`config.mk`:
```
export PLATFORM = sky130hd
export DESIGN_NAME = fetch_unit
export DESIGN_NICKNAME = d
export VERILOG_FILES = /design/src/rtl/fetch_unit.sv
export SDC_FILE = /design/constraint.sdc
export NUM_CORES = 1
export LEC_CHECK = 0
export ABC_CLOCK_PERIOD_IN_PS = 3700
export CORE_UTILIZATION = 55
export DETAILED_ROUTE_END_ITERATION = 8
export PLACE_DENSITY_LB_ADDON = 0.08
export SYNTH_ARGS = -nofsm -noshare
export SYNTH_HDL_FRONTEND = slang
export SYNTH_SLANG_ARGS = --single-unit
```
`constraint.sdc`:
```
create_clock -name clk -period 3.7 [get_ports clk]
set_input_delay 0.925 -clock clk [delete_from_list [all_inputs] [get_ports clk]]
set_output_delay 0.925 -clock clk [all_outputs]
set_load 0.02 [all_outputs]
```
`src/rtl/fetch_unit.sv`:
```
// ---------------------------------------------------------------------------
// fetch_unit
//   Instruction fetch front end. Issues word-aligned requests to an
//   in-order instruction memory and captures the responses, tagged with
//   their PC, into a small FIFO that feeds decode. A redirect from EX
//   empties the FIFO and restarts fetching at the new address. Responses
//   that belong to the old path are drained and dropped in FLUSH.
//
// Parameters
//   DEPTH      instruction queue entries (power of two, >= 2)
//   MAX_OUTST  maximum in-flight memory requests (1..DEPTH)
//   RESET_PC   first fetch address after reset
//
// Ports
//   clk, reset                  clock, asynchronous active-high reset
//   imem_req/addr/gnt           request channel (addr = current fetch PC)
//   imem_rvalid/rdata           in-order response channel
//   redirect, redirect_pc       pipeline redirect (low two bits ignored)
//   if_valid/ready/pc/inst      queue head towards decode
// ---------------------------------------------------------------------------
module fetch_unit #(
    parameter int          DEPTH     = 4,
    parameter int          MAX_OUTST = 2,
    parameter logic [31:0] RESET_PC  = 32'h0000_0000
) (
    input  logic        clk,
    input  logic        reset,
    output logic        imem_req,
    output logic [31:0] imem_addr,
    input  logic        imem_gnt,
    input  logic        imem_rvalid,
    input  logic [31:0] imem_rdata,
    input  logic        redirect,
    input  logic [31:0] redirect_pc,
    output logic        if_valid,
    input  logic        if_ready,
    output logic [31:0] if_pc,
    output logic [31:0] if_inst
);

    localparam int PTR_W = (DEPTH > 1) ? $clog2(DEPTH) : 1;
    localparam int CNT_W = $clog2(DEPTH + 1);

    localparam logic [CNT_W-1:0] MAX_O = CNT_W'(MAX_OUTST);
    localparam logic [CNT_W:0]   DEP_C = (CNT_W + 1)'(DEPTH);

    typedef enum logic {
        RUN   = 1'b0,
        FLUSH = 1'b1
    } state_t;

    state_t            state_reg, state_next;
    logic [31:0]       fetch_pc_reg, fetch_pc_next;
    logic [CNT_W-1:0]  outst_reg, outst_next;
    logic [CNT_W-1:0]  count_reg, count_next;
    logic [PTR_W-1:0]  wr_ptr_reg, wr_ptr_next;
    logic [PTR_W-1:0]  rd_ptr_reg, rd_ptr_next;

    logic [31:0]       q_pc   [DEPTH];
    logic [31:0]       q_inst [DEPTH];

    logic              grant;
    logic              resp;
    logic              push;
    logic              pop;
    logic [CNT_W:0]    occupancy;
    logic [31:0]       resp_pc;
    logic              unused_bits;

    assign unused_bits = &redirect_pc[1:0];

    // Outstanding requests plus queued entries can never exceed DEPTH, so
    // every response that comes back always has a free slot.
    assign occupancy = {1'b0, count_reg} + {1'b0, outst_reg};
    assign imem_req  = !reset && (state_reg == RUN) &&
                       (outst_reg < MAX_O) && (occupancy < DEP_C);
    assign imem_addr = fetch_pc_reg;

    assign grant = imem_req && imem_gnt;
    // A response with nothing in flight is a leftover from before reset.
    assign resp  = imem_rvalid && (outst_reg != '0);
    assign push  = resp && (state_reg == RUN) && !redirect;
    assign pop   = if_valid && if_ready;

    // Response-PC tracker. In RUN every in-flight request is on the current
    // path (FLUSH is only left once nothing is outstanding), and requests
    // were issued at consecutive word addresses ending at fetch_pc - 4.
    // The oldest in-flight request, which the next response answers, is
    // therefore fetch_pc - 4 * outstanding.
    assign resp_pc = fetch_pc_reg - {{(30 - CNT_W){1'b0}}, outst_reg, 2'b00};

    always_comb begin
        state_next    = state_reg;
        fetch_pc_next = fetch_pc_reg;
        outst_next    = outst_reg + CNT_W'(grant) - CNT_W'(resp);
        count_next    = count_reg + CNT_W'(push) - CNT_W'(pop);
        wr_ptr_next   = wr_ptr_reg;
        rd_ptr_next   = rd_ptr_reg;

        if (grant) begin
            fetch_pc_next = fetch_pc_reg + 32'd4;
        end
        if (push) begin
            wr_ptr_next = wr_ptr_reg + PTR_W'(1);
        end
        if (pop) begin
            rd_ptr_next = rd_ptr_reg + PTR_W'(1);
        end

        // A grant in the redirect cycle is still counted in outst_next, so
        // its response is drained as stale in FLUSH.
        if (redirect) begin
            fetch_pc_next = {redirect_pc[31:2], 2'b00};
            count_next    = '0;
            wr_ptr_next   = '0;
            rd_ptr_next   = '0;
        end

        if (redirect || (state_reg == FLUSH)) begin
            state_next = (outst_next != '0) ? FLUSH : RUN;
        end
    end

    always_ff @(posedge clk or posedge reset) begin
        if (reset) begin
            state_reg    <= RUN;
            fetch_pc_reg <= RESET_PC;
            outst_reg    <= '0;
            count_reg    <= '0;
            wr_ptr_reg   <= '0;
            rd_ptr_reg   <= '0;
        end else begin
            state_reg    <= state_next;
            fetch_pc_reg <= fetch_pc_next;
            outst_reg    <= outst_next;
            count_reg    <= count_next;
            wr_ptr_reg   <= wr_ptr_next;
            rd_ptr_reg   <= rd_ptr_next;
        end
    end

    // Queue storage carries no reset; validity is tracked by count_reg.
    always_ff @(posedge clk) begin
        if (push) begin
            q_pc[wr_ptr_reg]   <= resp_pc;
            q_inst[wr_ptr_reg] <= imem_rdata;
        end
    end

    // Head is read straight from registered storage (no rvalid bypass) and
    // forced to zero when empty so the outputs are defined out of reset.
    assign if_valid = (count_reg != '0);
    assign if_pc    = if_valid ? q_pc[rd_ptr_reg]   : 32'h0;
    assign if_inst  = if_valid ? q_inst[rd_ptr_reg] : 32'h0;

endmodule

```
==> metrics.cfg, run 1 <==
[critical_path]
crit_chain=or3_2 -> buf_4 -> and2_1 -> clkdlybuf4s50_1
r2r_end=count_reg[2]
end_kind=primary output
rrSetupSlack_ps=940
path_class=reg2out
critical_path_buf_inv_count=2
worstRegToRegCells=10
cp-start-kind=register
max_stage_delay_ps=580
cp_slowest_cell=clkdlybuf4s50_1
r2r-start=count_reg[1]
worst_ep_required_time_ps=2770
cp_max_fo=65
crit_family=buffers and inverters
worst_ep_arrival_time_ps=2590

[placement]
numPortBuffers=161
gp_congestion=0.842
dpl.hpwl_mm=16.9
pre_cts_ws_ps=309

[cts]
clock_path_buffers=3
path_clk_slew_ps=60
clock-sinks=289
root_buffer=clkbuf_16
postCtsHoldBufs=0
cts_buffers=28
clock_latency_ps=530
htree_levels=1
postCtsResizedCells=0
cts_tree=yes

[sta]
max_freq_mhz=284
hold_viol_final=0
tightest_slew_ps=634
max-slew-margin-rel=0.576
fin_crit_ps=3520
skew_ps=8.94
fin_ws_ps=181
rsz0062_at_grt=false
finalSetupTns_ps=0
finalSetupViolations=0
fin_crit_sh=0.951
drv_slew=0

[detailed_routing]
wl_per_cell_um=20.7
vias_per_cell=6.00
ant_nets=0
dr.first_iter.drc_count=468
first_pass_iters=5
vias=7642
drc=0
wl_mm=26.4

[grt]
grt_use_total=0.226
grt_max_degree=66
overflow=0
grt_pass1_vias=7657
grt_pass1_wl_mm=41.5
antenna_found_initial=0

[synth]
syn_area_per_cell_um2=15.8
ys_async_sr_fraction=0.142
synthCells=805
synth.cell_area_um2=12700
synth.distinct_cells=49
yosysWarnings=0
synth-seq-cells=289
synth_edf_count=248
synth_ff_type=edfxtp_1
ys_seq_area_frac=0.668

[final_layout]
nNetsFinal=1055
drive_above_1_share=0.146
top_register=q_inst
area_delta_synth_final_pct=23.2
diodes=0
largest_reg_flops=128

[worst_hold_path]
hp-class=reg2reg
hold_end=wr_ptr_reg[1]
hold_depth=2
hp-start=wr_ptr_reg[1]

[run_status]
status=finished, final reports clean

[die]
core_um2=22600
initial_core_util=0.561
die_x_um=154
rows=55
die_y_um=154
die_area_um2=23700
boundaryPins=168

[power]
p_leak_nw=5.15
vdd_drop_max_uv=427
power_density_nw_per_um2=631

[job]
maxCapViolations=0

## worst max-delay path by stage
stage | start | end | slack (ps) | depth (start not counted)
floorplan | reset | state_reg | 400 | 12
global placement | reset | state_reg | 370 | 9
detailed placement | reset | state_reg | 310 | 10
CTS | rd_ptr_reg[0] | if_pc[11] | 20 | 4
global route | count_reg[1] | if_pc[14] | 90 | 4
finish | count_reg[1] | if_pc[13] | 180 | 4
## cells by family (layout without fill, tap and decap cells)
group / Yosys count / in the layout / share of synthesized area
DFF: 289 / 289 / 0.668
adders and majority gates: 18 / 18 / 0.0195
and+or+nand+nor: 249 / 249 / 0.114
buffers and inverters: 85 / 266 / 0.0286
xor gates and xnor gates: 34 / 34 / 0.0235
other: 1 / 4 / 0.000295
muxes: 63 / 63 / 0.111
AOI/OAI and AO/OA: 66 / 66 / 0.0353
## final cells by class
class | count | area [µm²]
Clock buffer | 39 | 793
Tap cell | 285 | 357
Inverter | 23 | 86.3
Fill cell | 1494 | 7010
Sequential cell | 289 | 8480
Multi-Input combinational cell | 434 | 3880
Clock inverter | 13 | 85.1
Timing Repair Buffer | 191 | 1960
## routing by layer
metal,routed length (µm),part of all wire,track usage
met1,11300,0.43,0.316
met2,13100,0.50,0.381
met3,1580,0.060,0.0333
met4,364,0.014,0.0486
met5,0,0,0
## cells in the final DEF (no fill, tap or decap), types with 9 or more instances in the layout
master and n:
edfxtp_1 248, clkdlybuf4s50_1 161, and2_1 65, mux4_2 62, nor2_1 44, dfrtp_1 39
or4_1 31, clkbuf_16 29, xnor2_1 26, a31oi_1 23, nand2_1 22, inv_1 22
buf_4 20, nand3_1 19, nand4_1 19, o31ai_1 18, ha_1 15, or3_1 10
o21ai_0 9, buf_12 9
## timing repair
item,CTS,global route
gates cloned,0,0
endpoints found under the setup margin,44,6
buffers inserted,1,4
## power by group
group / internal (W) / switching, W
sequential: 0.00376 / 0.000173
combinational: 0.00163 / 0.00161
clock: 0.00156 / 0.00113
total: 0.00695 / 0.00291
## cells in the mapped netlist, drive strengths merged, types with 3 or more instances
master | count | share of area
a31oi | 23 | 0.011
nand3 | 19 | 0.0075
ha | 15 | 0.015
or3 | 11 | 0.0054
o21ai | 9 | 0.0035
xnor2 | 26 | 0.018
clkbuf | 35 | 0.010
mux4 | 62 | 0.11
nand2 | 22 | 0.0065
inv | 23 | 0.0068
fa | 3 | 0.0047
and3 | 6 | 0.0030
dfrtp | 41 | 0.081
nor2 | 44 | 0.013
nor2b | 4 | 0.0020
nor4 | 5 | 0.0041
a21oi | 3 | 0.0012
and2 | 69 | 0.034
o31ai | 18 | 0.011
nor3 | 8 | 0.0032
edfxtp | 248 | 0.59
and4 | 3 | 0.0021
or4 | 31 | 0.018
nand4 | 20 | 0.010
xor2 | 8 | 0.0055
buf | 27 | 0.011
## through the flow
step            util  std cells  power, W  hold slack (ps)  cell area [µm²]
6_report       0.691       1274   0.00986              605            15600
5_1_grt        0.691       1274    0.0103              650            15600
4_1_cts        0.689       1270   0.00994              611            15600
3_5_place_dp   0.649       1217   0.00723              598            14700
3_3_place_gp   0.649       1217   0.00717              582            14700
2_1_floorplan      -        808   0.00589              549            12700
## worst min-delay path, delay by kind of cell (launching register included)
family	cells	cell delay, ps
flip-flops	1	410
AO/OA/AOI/OAI	2	160
No activity file was read; power rests on OpenSTA's default activity.
==> inputs of run 2 (changes only) <==
--- a/config.mk
+++ b/config.mk
@@ -8,7 +8,7 @@
 export ABC_CLOCK_PERIOD_IN_PS = 3700
 export CORE_UTILIZATION = 55
 export DETAILED_ROUTE_END_ITERATION = 8
-export PLACE_DENSITY_LB_ADDON = 0.08
+export PLACE_DENSITY_LB_ADDON = 0.15
 export SYNTH_ARGS = -nofsm -noshare
 export SYNTH_HDL_FRONTEND = slang
 export SYNTH_SLANG_ARGS = --single-unit
==> metrics.cfg, run 2 (synthesized netlist as in run 1, its figures left out) <==
[detailed_routing]
vias_per_cell=6.00
wl_met2_mm=13.1
dr.first_iter.drc_count=490
first_pass_iters=5
drc=0
met1_length_mm=11.0
top_layer_used=met4
vias=7608
ant_nets=0
wl_mm=26.2
wl_per_cell_um=20.7
dr_wl_met3_mm=1.81

[grt]
grt_pass1_wl_mm=42.0
grt_use_total=0.228
grt_max_degree=66
antenna_found_initial=0
overflow=0
grt_pass1_vias=7843

[sta]
rsz0062_at_grt=false
fin_crit_ps=3570
max-slew-margin-rel=0.524
finalSetupViolations=0
hold_viol_final=0
drv_slew=0
skew_ps=22.8
finalSetupTns_ps=0
max_freq_mhz=280
fin_crit_sh=0.964
tightest_slew_ps=712

[critical_path]
worst_ep_required_time_ps=2770
cp-start-kind=register
r2r-start=outst_reg[1]
cp_slowest_cell=clkdlybuf4s50_1
crit_chain=buf_16 -> mux4_2 -> and2_1 -> clkdlybuf4s50_1
worstRegToRegCells=11
rrSetupSlack_ps=950
path_class=reg2out
r2r_end=state_reg
max_stage_delay_ps=570
end_kind=primary output
cp_max_fo=29
worst_ep_arrival_time_ps=2640

[power]
power_density_nw_per_um2=650
power_w=0.0102
vdd_drop_max_uv=352
p_leak_nw=5.18

[cts]
clock_path_buffers=3
postCtsHoldBufs=0
clock-sinks=289
cts_buffers=29
htree_levels=1
path_clk_slew_ps=60
cts_tree=yes
root_buffer=clkbuf_16
clock_latency_ps=540

[placement]
dp.cells=1209
gp_congestion=0.881
dpl_cell_area_um2=14600
numPortBuffers=161
dpl.hpwl_mm=16.5

[final_layout]
layout_common_cells=edfxtp_1 (248), clkdlybuf4s50_1 (161), and2_1 (65)
final_common_cell=edfxtp_1
postLayoutCoreUtil=0.694
final_area_um2=15700
area_delta_synth_final_pct=23.7
final_cell_count_no_fill=1269
diodes=0
nNetsFinal=1049
fillers=1474
top_register=q_inst
largest_reg_flops=128
drive_above_1_share=0.148

[die]
boundaryPins=168
core_um2=22600
die_y_um=154
initial_core_util=0.561
die_area_um2=23700
rows=55
die_x_um=154

[job]
maxCapViolations=0

[worst_hold_path]
hp-class=reg2reg
hold_depth=2
hold_end=wr_ptr_reg[1]
hp-start=wr_ptr_reg[1]

[run_status]
status=finished, final reports clean

run 2: cell count changes in the layout (fill, tap and decap cells not counted), sizes merged:
cell | previous run | this run
clkinv | 11 | 14
inv | 23 | 24
bufinv | 1 | 6
buf | 30 | 23
clkinvlp | 1 | 3
clkbuf | 39 | 30
run 2: critical path, delay by kind of cell (launching register included):
| family | cells | cell delay (ps) |
|---|---|---|
| mux | 1 | 540 |
| buf+inv | 2 | 840 |
| simple gates | 1 | 180 |
| flops | 1 | 540 |
run 2: cell type report:
type | instances | area [µm²] | area share
flip-flops and latches | 289 | 8480 | 0.540
well taps | 285 | 357 | 0.0227
multi-input cells | 434 | 3870 | 0.247
repair buffers | 184 | 1900 | 0.121
clock buffers | 30 | 729 | 0.0465
clock inverters | 24 | 275 | 0.0175
inverters | 23 | 86.3 | 0.00550
run 2: worst max-delay path by stage:
stage,from,endpoint
final,rd_ptr_reg[0],if_pc[17]
after global routing,rd_ptr_reg[0],if_pc[17]
after CTS,rd_ptr_reg[0],if_pc[17]
after detailed placement,reset,state_reg
after global placement,reset,imem_req
after floorplan,reset,state_reg
run 2: routing by layer:
metal | track usage | up-vias
met1 | 0.321 | 3798
met2 | 0.385 | 336
li1 | - | 3438
met4 | 0.0557 | 0
met3 | 0.0268 | 36
met5 | 0 | -
run 2: repair_timing:
| action | CTS | global route |
|---|---|---|
| gates resized for setup | 0 | 1 |
| endpoints found under the setup margin | 0 | 6 |
| setup buffers | 0 | 6 |
run 2: stage by stage:
step	hold WS (ps)	setup WS [ps]
floorplan	549	400
global placement	576	336
detailed placement	610	281
CTS	621	44.6
global route	661	34.3
finish	611	134
run 2: power breakdown:
group          switching [W]  internal (W)
combinational        0.00162       0.00162
sequential          0.000172       0.00376
clock                0.00119       0.00185
==> edit (config.mk and constraints of run 2) <==
Set the parameter `DEPTH` to 8 (it was 4).
--- a/src/rtl/fetch_unit.sv
+++ b/src/rtl/fetch_unit.sv
@@ -20,5 +20,5 @@
 // ---------------------------------------------------------------------------
 module fetch_unit #(
-    parameter int          DEPTH     = 4,
+    parameter int          DEPTH     = 8,
     parameter int          MAX_OUTST = 2,
     parameter logic [31:0] RESET_PC  = 32'h0000_0000
Function: changed (a bounded check fails within 10 cycles, from zero or initial values and one cycle with reset high).
==> edit against run 2 <==
- synthesized cell count increased by 50%
- sequential cell count rose by 252
- routed wire length up 77%
- synthesized area increased by 75%
- count of clock-buffer cells in the layout grew 38
- combinational power up 56%
- worst hold slack worse by 19 ps
- worst setup slack worse by 56 ps
- power is 73% higher
- design area is 71% higher
- critical path type unchanged
==> edit: results (changes against run 2) <==
stage	metric	value	unit	change
run_status	status	completed		
clocking	Num CTS Buffers	53		+83%
timing	worst slew margin relative to its limit	0.433		-0.0905
timing	Setup Skew	18.3	ps	-4.47 ps
synthesis	share of synthesized registers carrying an async set or reset	0.0832		-0.0587
detailed_routing	Vias	11647		+53%
synthesis	number of synthesized flops with an enable pin	496		+100%
clocking	clock latency on the worst-skew pair	570	ps	+30 ps
clocking	H-tree levels	2		+1
pwr	P_leak	0.00882	uW	+70%
place	placed cell areas	25000	um2	+70%
place	detailed-placement wirelength estimate	27000	um	+64%
place	Final GP Congestion	0.816		-7.3%
synthesis	post-synthesis sequential area ratio	0.721		+0.0531
place	dpl ws	163	ps	-117 ps
grt	first-pass GRT wire length	70500	um	+68%
finish	Largest register FFs	256		+100%
pwr	VDD IR max	0.000360	V	+2.2%
setup_path	reg2reg path depth	8		-3
setup_path	Worst Path Max Fanout	17		-41%
worst_hold_path	worst hold stages	2		unchanged
finish	share of cells above drive strength 1	0.194		+0.0453
setup_path	setup slack, reg-to-reg	400	ps	-550 ps
detailed_routing	wire per inst	23.3	um	+13%
grt	All-Layer GR Usage	0.228		-0.000300
grt	pin count of the biggest net entering global routing	76		+15%
synthesis	distinct cell type count after synthesis	50		+2.0%
synthesis	ranking of synthesized cells by area	edfxtp_1 67%, mux4_2 13%, dfrtp_1 5.1%		
timing	Final min period	3620	ps	+56.2 ps
synthesis	Synth top cells by count	496 x edfxtp_1, 124 x mux4_2, 86 x nor2_1		
detailed_routing	DRT iter0 DRCs	802		+64%
[edit: cell count changes after synthesis, sizes merged, moves of 28 or more]
cell,change
and2,-65
nor2,+42
mux4,+62
nand2,+28
mux2i,+64
edfxtp,+248
[edit: kinds of logic after synthesis]
| logic type | after synthesis | share of synthesized area |
|---|---|---|
| adders and majority gates | 23 | 0.0140 |
| and+or+nand+nor | 257 | 0.0586 |
| AOI/OAI and AO/OA | 45 | 0.0120 |
| other | 1 | 0.000169 |
| xor gates and xnor gates | 54 | 0.0213 |
| buffers and inverters | 99 | 0.0184 |
| DFF | 541 | 0.721 |
| muxes | 189 | 0.155 |
[edit: per-layer routing]
layer  global-route usage  vias to the layer above  routed length [um]
met3               0.0366                       67                2750
met5                    0                        -                   0
li1                     -                     5206                   -
met2                0.376                      367               22700
met4               0.0585                        0                 899
met1                0.321                     6007               20000
[edit: final timing paths]
path | endpoint | startpoint
setup reg to reg | q_pc[5][24] | imem_addr[2]
setup / recovery | if_pc[13] | rd_ptr_reg[0]
max in group asynchronous | imem_addr[29] | reset
hold reg to reg | state_reg | state_reg
hold / removal | state_reg | state_reg
min in group asynchronous | state_reg | reset
[edit: cell type report]
type | instances | area [um2]
well taps | 525 | 657
flip-flops and latches | 541 | 16000
fillers | 2722 | 12900
repair buffers | 224 | 2440
clock buffers | 68 | 1440
clock inverters | 27 | 307
multi-input cells | 572 | 5900
inverters | 29 | 109
[edit: critical path: stages (launching register included)]
cell	delay [ps]
dfrtp_4	560
buf_12	200
mux4_2	360
mux2i_1	70
nor2_1	250
clkdlybuf4s50_1	660
[edit: report_power, final]
part,switching (uW),internal (uW),total (uW)
logic,2700,2360,5060
clock network,2160,3210,5380
registers,177,7010,7190
[edit: timing repair]
item / in CTS / in global routing
hold buffers: 0 / 0
buffers inserted: 4 / 6
setup endpoints to repair: 58 / 15
gates cloned: 0 / 3
resized for setup: 42 / 9
[edit: metrics by stage]
| stage | instances | hold WS [ps] |
|---|---|---|
| after floorplan | 1212 | 541 |
| after global placement | 1878 | 568 |
| after detailed placement | 1878 | 571 |
| after CTS | 1977 | 597 |
| after global routing | 1986 | 633 |
| final | 1986 | 592 |
